File: src/rtl/ifill_server.sv
// Instruction-cache line-fill server: queues line requests, bursts each line from
// backing memory one word per accepted read, and returns the words in order.
module ifill_server #(
  parameter int unsigned DEPTH      = 2,
  parameter int unsigned LINE_WORDS = 16
) (
  input  logic        clock,
  input  logic        reset,
  input  logic        read_i,
  input  logic [15:0] addr_i,
  output logic        full_o,
  output logic        ready_o,
  output logic [31:0] data_o,
  output logic        mem_rd_o,
  output logic [15:0] mem_addr_o,
  input  logic        mem_wait_i,
  input  logic [31:0] mem_data_i
);

  localparam int unsigned PtrW = (DEPTH > 1) ? $clog2(DEPTH) : 1;
  localparam int unsigned CntW = $clog2(LINE_WORDS);
  localparam logic [CntW-1:0] LastWord = CntW'(LINE_WORDS - 1);
  localparam logic [PtrW:0]   FullCount = (PtrW + 1)'(DEPTH);

  typedef enum logic {StIdle, StBurst} state_e;

  state_e            state_q, state_d;
  logic [11:0]       fifo_q [DEPTH];
  logic [PtrW-1:0]   wr_ptr_q, rd_ptr_q;
  logic [PtrW:0]     count_q, count_d;
  logic [11:0]       line_q, line_d;
  logic [CntW-1:0]   cnt_q, cnt_d;
  logic              pending_q;
  logic              ready_q;
  logic [31:0]       data_q;

  logic push, q_empty, accept, line_done, want_line, take, pop, store;

  // Word offset bits of the request are irrelevant: lines always fill from word 0.
  logic unused_addr;
  assign unused_addr = ^addr_i[3:0];

  assign full_o     = (count_q == FullCount);
  assign mem_rd_o   = (state_q == StBurst);
  assign mem_addr_o = {line_q, cnt_q};
  assign ready_o    = ready_q;
  assign data_o     = data_q;

  // Queue control and FSM next state; an incoming request may bypass an empty
  // queue straight into the line register.
  always_comb begin
    push      = read_i & ~full_o;
    q_empty   = (count_q == '0);
    accept    = (state_q == StBurst) & ~mem_wait_i;
    line_done = accept & (cnt_q == LastWord);
    want_line = (state_q == StIdle) | line_done;
    take      = want_line & (~q_empty | push);
    pop       = take & ~q_empty;
    store     = push & ~(take & q_empty);

    state_d = state_q;
    line_d  = line_q;
    cnt_d   = cnt_q;
    count_d = count_q;

    if (accept) begin
      cnt_d = cnt_q + CntW'(1);
    end
    if (take) begin
      line_d  = q_empty ? addr_i[15:4] : fifo_q[rd_ptr_q];
      state_d = StBurst;
    end else if (line_done) begin
      state_d = StIdle;
    end

    unique case ({store, pop})
      2'b10:   count_d = count_q + (PtrW + 1)'(1);
      2'b01:   count_d = count_q - (PtrW + 1)'(1);
      default: count_d = count_q;
    endcase
  end

  // State, queue pointers and fill pipeline registers.
  always_ff @(posedge clock) begin
    if (reset) begin
      state_q   <= StIdle;
      wr_ptr_q  <= '0;
      rd_ptr_q  <= '0;
      count_q   <= '0;
      line_q    <= '0;
      cnt_q     <= '0;
      pending_q <= 1'b0;
      ready_q   <= 1'b0;
      data_q    <= '0;
    end else begin
      state_q   <= state_d;
      count_q   <= count_d;
      line_q    <= line_d;
      cnt_q     <= cnt_d;
      pending_q <= accept;
      ready_q   <= pending_q;
      if (store) wr_ptr_q <= wr_ptr_q + PtrW'(1);
      if (pop)   rd_ptr_q <= rd_ptr_q + PtrW'(1);
      if (pending_q) data_q <= mem_data_i;
    end
  end

  // Queue storage needs no reset; occupancy alone defines validity.
  always_ff @(posedge clock) begin
    if (store) fifo_q[wr_ptr_q] <= addr_i[15:4];
  end

endmodule

File: config.mk
export PLATFORM = sky130hd
export DESIGN_NAME = ifill_server
export DESIGN_NICKNAME = d
export VERILOG_FILES = /design/src/rtl/ifill_server.sv
export SDC_FILE = /design/constraint.sdc
export NUM_CORES = 1
export LEC_CHECK = 0
export CORE_MARGIN = 8
export CORE_UTILIZATION = 41
export DETAILED_ROUTE_END_ITERATION = 10
export GPL_TIMING_DRIVEN = 0
export PLACE_DENSITY_LB_ADDON = 0.2
export SYNTH_ARGS = -nofsm -noshare
export SYNTH_HDL_FRONTEND = slang
export SYNTH_SLANG_ARGS = --single-unit
File: constraint.sdc
create_clock -name clock -period 1.94 [get_ports clock]
set_clock_uncertainty 0.2 [all_clocks]
set_input_delay 0.485 -clock clock [delete_from_list [all_inputs] [get_ports clock]]
set_output_delay 0.485 -clock clock [all_outputs]
set_load 0.02 [all_outputs]
==> flow_summary.yaml <==
synth:
  ys_async_sr_fraction_pct: 0
  synth.distinct_cells: 31
  syn_nets: 309
  syn_area_per_cell_sq_um: 12.1
  netlist_instances: 255
  ys_seq_elements: 80
  ys.flop_type: "dfxtp_1"
  seq_area_frac_synth_pct: 59.9
  yosysWarnings: 0
  synth_enable_flop_cells: 24
  syn_area_sq_um: 3080
routing:
  ant_nets: 0
  vias: 2334
  first_pass_iters: 4
  routed_via_density: 4.88
  wl_microns: 7540
  initialDrtViolationCount: 69
  wire_per_inst_microns: 15.8
  route.detailed.drc: 0
clocking:
  htree_levels: 3
  cts_hold_buffers: 0
  cts_root_buffer: "clkbuf_8"
  clock_path_buffers: 2
  path_clk_slew_ns: 0.08
  clock_sinks: 80
  insertion_delay_ns: 0.35
  cts_tree: "built"
  numCtsBuffers: 9
sta:
  fin_ws_ns: 0.0203
  setup_viol: 0
  tightest_slew_ns: 0.524
  fin_crit_sh_pct: 99.0
  hold_ws_ns: 0.278
  fin_setup_tns_ns: 0
  hold_viol: 0
  rsz0062_at_grt: "true"
  relSlewSlack_pct: 65.1
  maxSlewViolCount: 0
  period_needed_ns: 1.92
  fmax_mhz: 521
worst_setup_path:
  max_stage_delay_ns: 0.31
  endpoint: "full_o"
  reg2regPathDepth: 7
  cpLargestDelayFamily: "buffers and inverters"
  crit_type: "reg2out"
  cp-start-kind: "register"
  reg2reg_setup_slack_ns: 0.03
  regToRegEndpoint: "count_q[1]$_SDFFE_PP0P_"
  path_buf_inv: 3
  startpoint: "count_q[1]$_SDFFE_PP0P_"
  cp_data_arrival_time_ns: 1.23
  worstPathRequired_ns: 1.25
  rr_startpoint: "cnt_q[1]$_SDFFE_PP0P_"
  path_max_fanout: 10
  cp_cell_sequence: "buf_6 > clkbuf_16 > nor2b_2 > buf_4"
  worstSetupEndpointType: "output port"
  critical_path_cell_count: 4
  crit_slowest_cell: "dfxtp_1"
global_route:
  antenna_found_initial: 0
  grt_pass1_wl_microns: 12300
  first_global_vias: 2459
  grt_max_degree: 16
  grt_overflow: 0
  grtUsageTotal_pct: 15.2
place:
  port_buffers: 98
  detailedPlacementHpwl_microns: 5180
  gp_congestion: 0.715
  dp_slack_ns: -0.775
floorplan:
  die_y_microns: 103
  num_rows: 31
  die_area_sq_um: 10500
  die_w_microns: 103
  io-pin-count: 103
  fp.coreArea_sq_um: 7250
  start_util_pct: 42.4
cells_and_area:
  insertedDiodeCount: 0
  layout.nets: 428
  final_cell_mix: "53 x dfxtp_1, 51 x dlygate4sd2_1, 45 x mux2i_1, 45 x clkdlybuf4s50_1, 40 x nor2_1"
  fillers: 646
  final_common_cell: "dfxtp_1"
  drive_gt1_share_pct: 14.2
  area_growth_pct: 46.1
  final_util_pct: 61.9
power_and_ir_drop:
  ir_drop_mv: 0.453
  finalPower_mw: 5.03
  leakagePower_nw: 1.89
  pwr_density_cell_nw_per_um2: 1120
job:
  cap_violations: 0
min_path:
  min_path_type: "reg2reg"
run_status:
  status: "finished clean"
[power breakdown]
part           internal (mW)  total (mW)  switching, mW
clock                  0.605        1.24          0.639
sequential              1.99        2.11          0.121
combinational          0.824        1.68          0.853
total                   3.42        5.03           1.61
[cells in the mapped netlist (all sizes together), types with 2 or more instances]
master,instances,area [sq um]
dfxtp,56,1120
mux2i,45,450
nor2,41,154
edfxtp,24,721
a21oi,15,75.1
a211oi,13,97.6
a22o,13,114
buf,11,65.1
clkbuf,8,31.3
nor2b,4,25.0
mux2,3,33.8
xor2,3,26.3
ha,2,25.0
inv,2,7.51
o21ai,2,10.0
or3,2,12.5
[registers in the layout, summed over array words and instances (netlist names), 2 cells and up, named ones only]
signal,count
fifo_q,24
data_o,32
cnt_q,4
line_q,12
count_q,2
[layer usage]
metal | global-route usage [%] | routed length (microns)
met3 | 7.49 | 812
met2 | 23.8 | 3430
met5 | 0 | 0
met1 | 17.3 | 3190
met4 | 6.09 | 110
[worst reg2reg max path, delay by kind of cell, from the launching register on]
kind	cells	cell delay, ns
simple gates	2	0.46
flops	1	0.38
fa+ha+maj	2	0.37
compound gates	2	0.29
buf+inv	1	0.14
[final cells by class]
cell class              count  area, sq um  area share (%)
well taps                  99          124            2.76
clock buffers               9          124            2.76
plain buffers              18          130            2.90
multi-input cells         154         1170            26.0
repair buffers            109         1010            22.5
flip-flops and latches     80         1850            41.2
clock inverters             7         78.8            1.75
inverters                   2         7.51           0.167
[cells by family after synthesis]
family	Yosys count	synth area share (%)
adder cells (fa/ha/maj)	2	0.814
buffers and inverters	21	3.38
flip-flops	80	59.9
AND/OR/NAND/NOR	55	8.50
AO/OA/AOI/OAI	45	10.5
multiplexers	48	15.7
XOR/XNOR	4	1.14
[per-stage QoR]
stage          instances  instance area, sq um
3_5_place_dp         452                  4190
6_report             478                  4490
4_1_cts              472                  4430
5_1_grt              478                  4490
2_1_floorplan        255                  3080
3_3_place_gp         452                  4190
[how the worst min path moves through the flow]
| stage | start | end | depth (start not counted) |
|---|---|---|---|
| after floorplan | rd_ptr_q$_SDFFE_PP0P_ | register | 2 |
| after detailed placement | line_q[1]$_SDFFE_PP0N_ | line_q[1]$_SDFFE_PP0N_ | 1 |
| after global routing | line_q[7]$_SDFFE_PP0N_ | line_q[7]$_SDFFE_PP0N_ | 1 |
| final | line_q[6]$_SDFFE_PP0N_ | line_q[6]$_SDFFE_PP0N_ | 1 |
| after CTS | line_q[1]$_SDFFE_PP0N_ | line_q[1]$_SDFFE_PP0N_ | 1 |
| after global placement | line_q[7]$_SDFFE_PP0N_ | line_q[7]$_SDFFE_PP0N_ | 1 |
[what timing repair did]
item,CTS,global route
hold endpoints to repair,0,0
setup endpoints to repair,84,14
pin swaps,4,4
resized for setup,77,4
buffers inserted,5,6
Note: power is estimated with default switching activity, not from simulation.
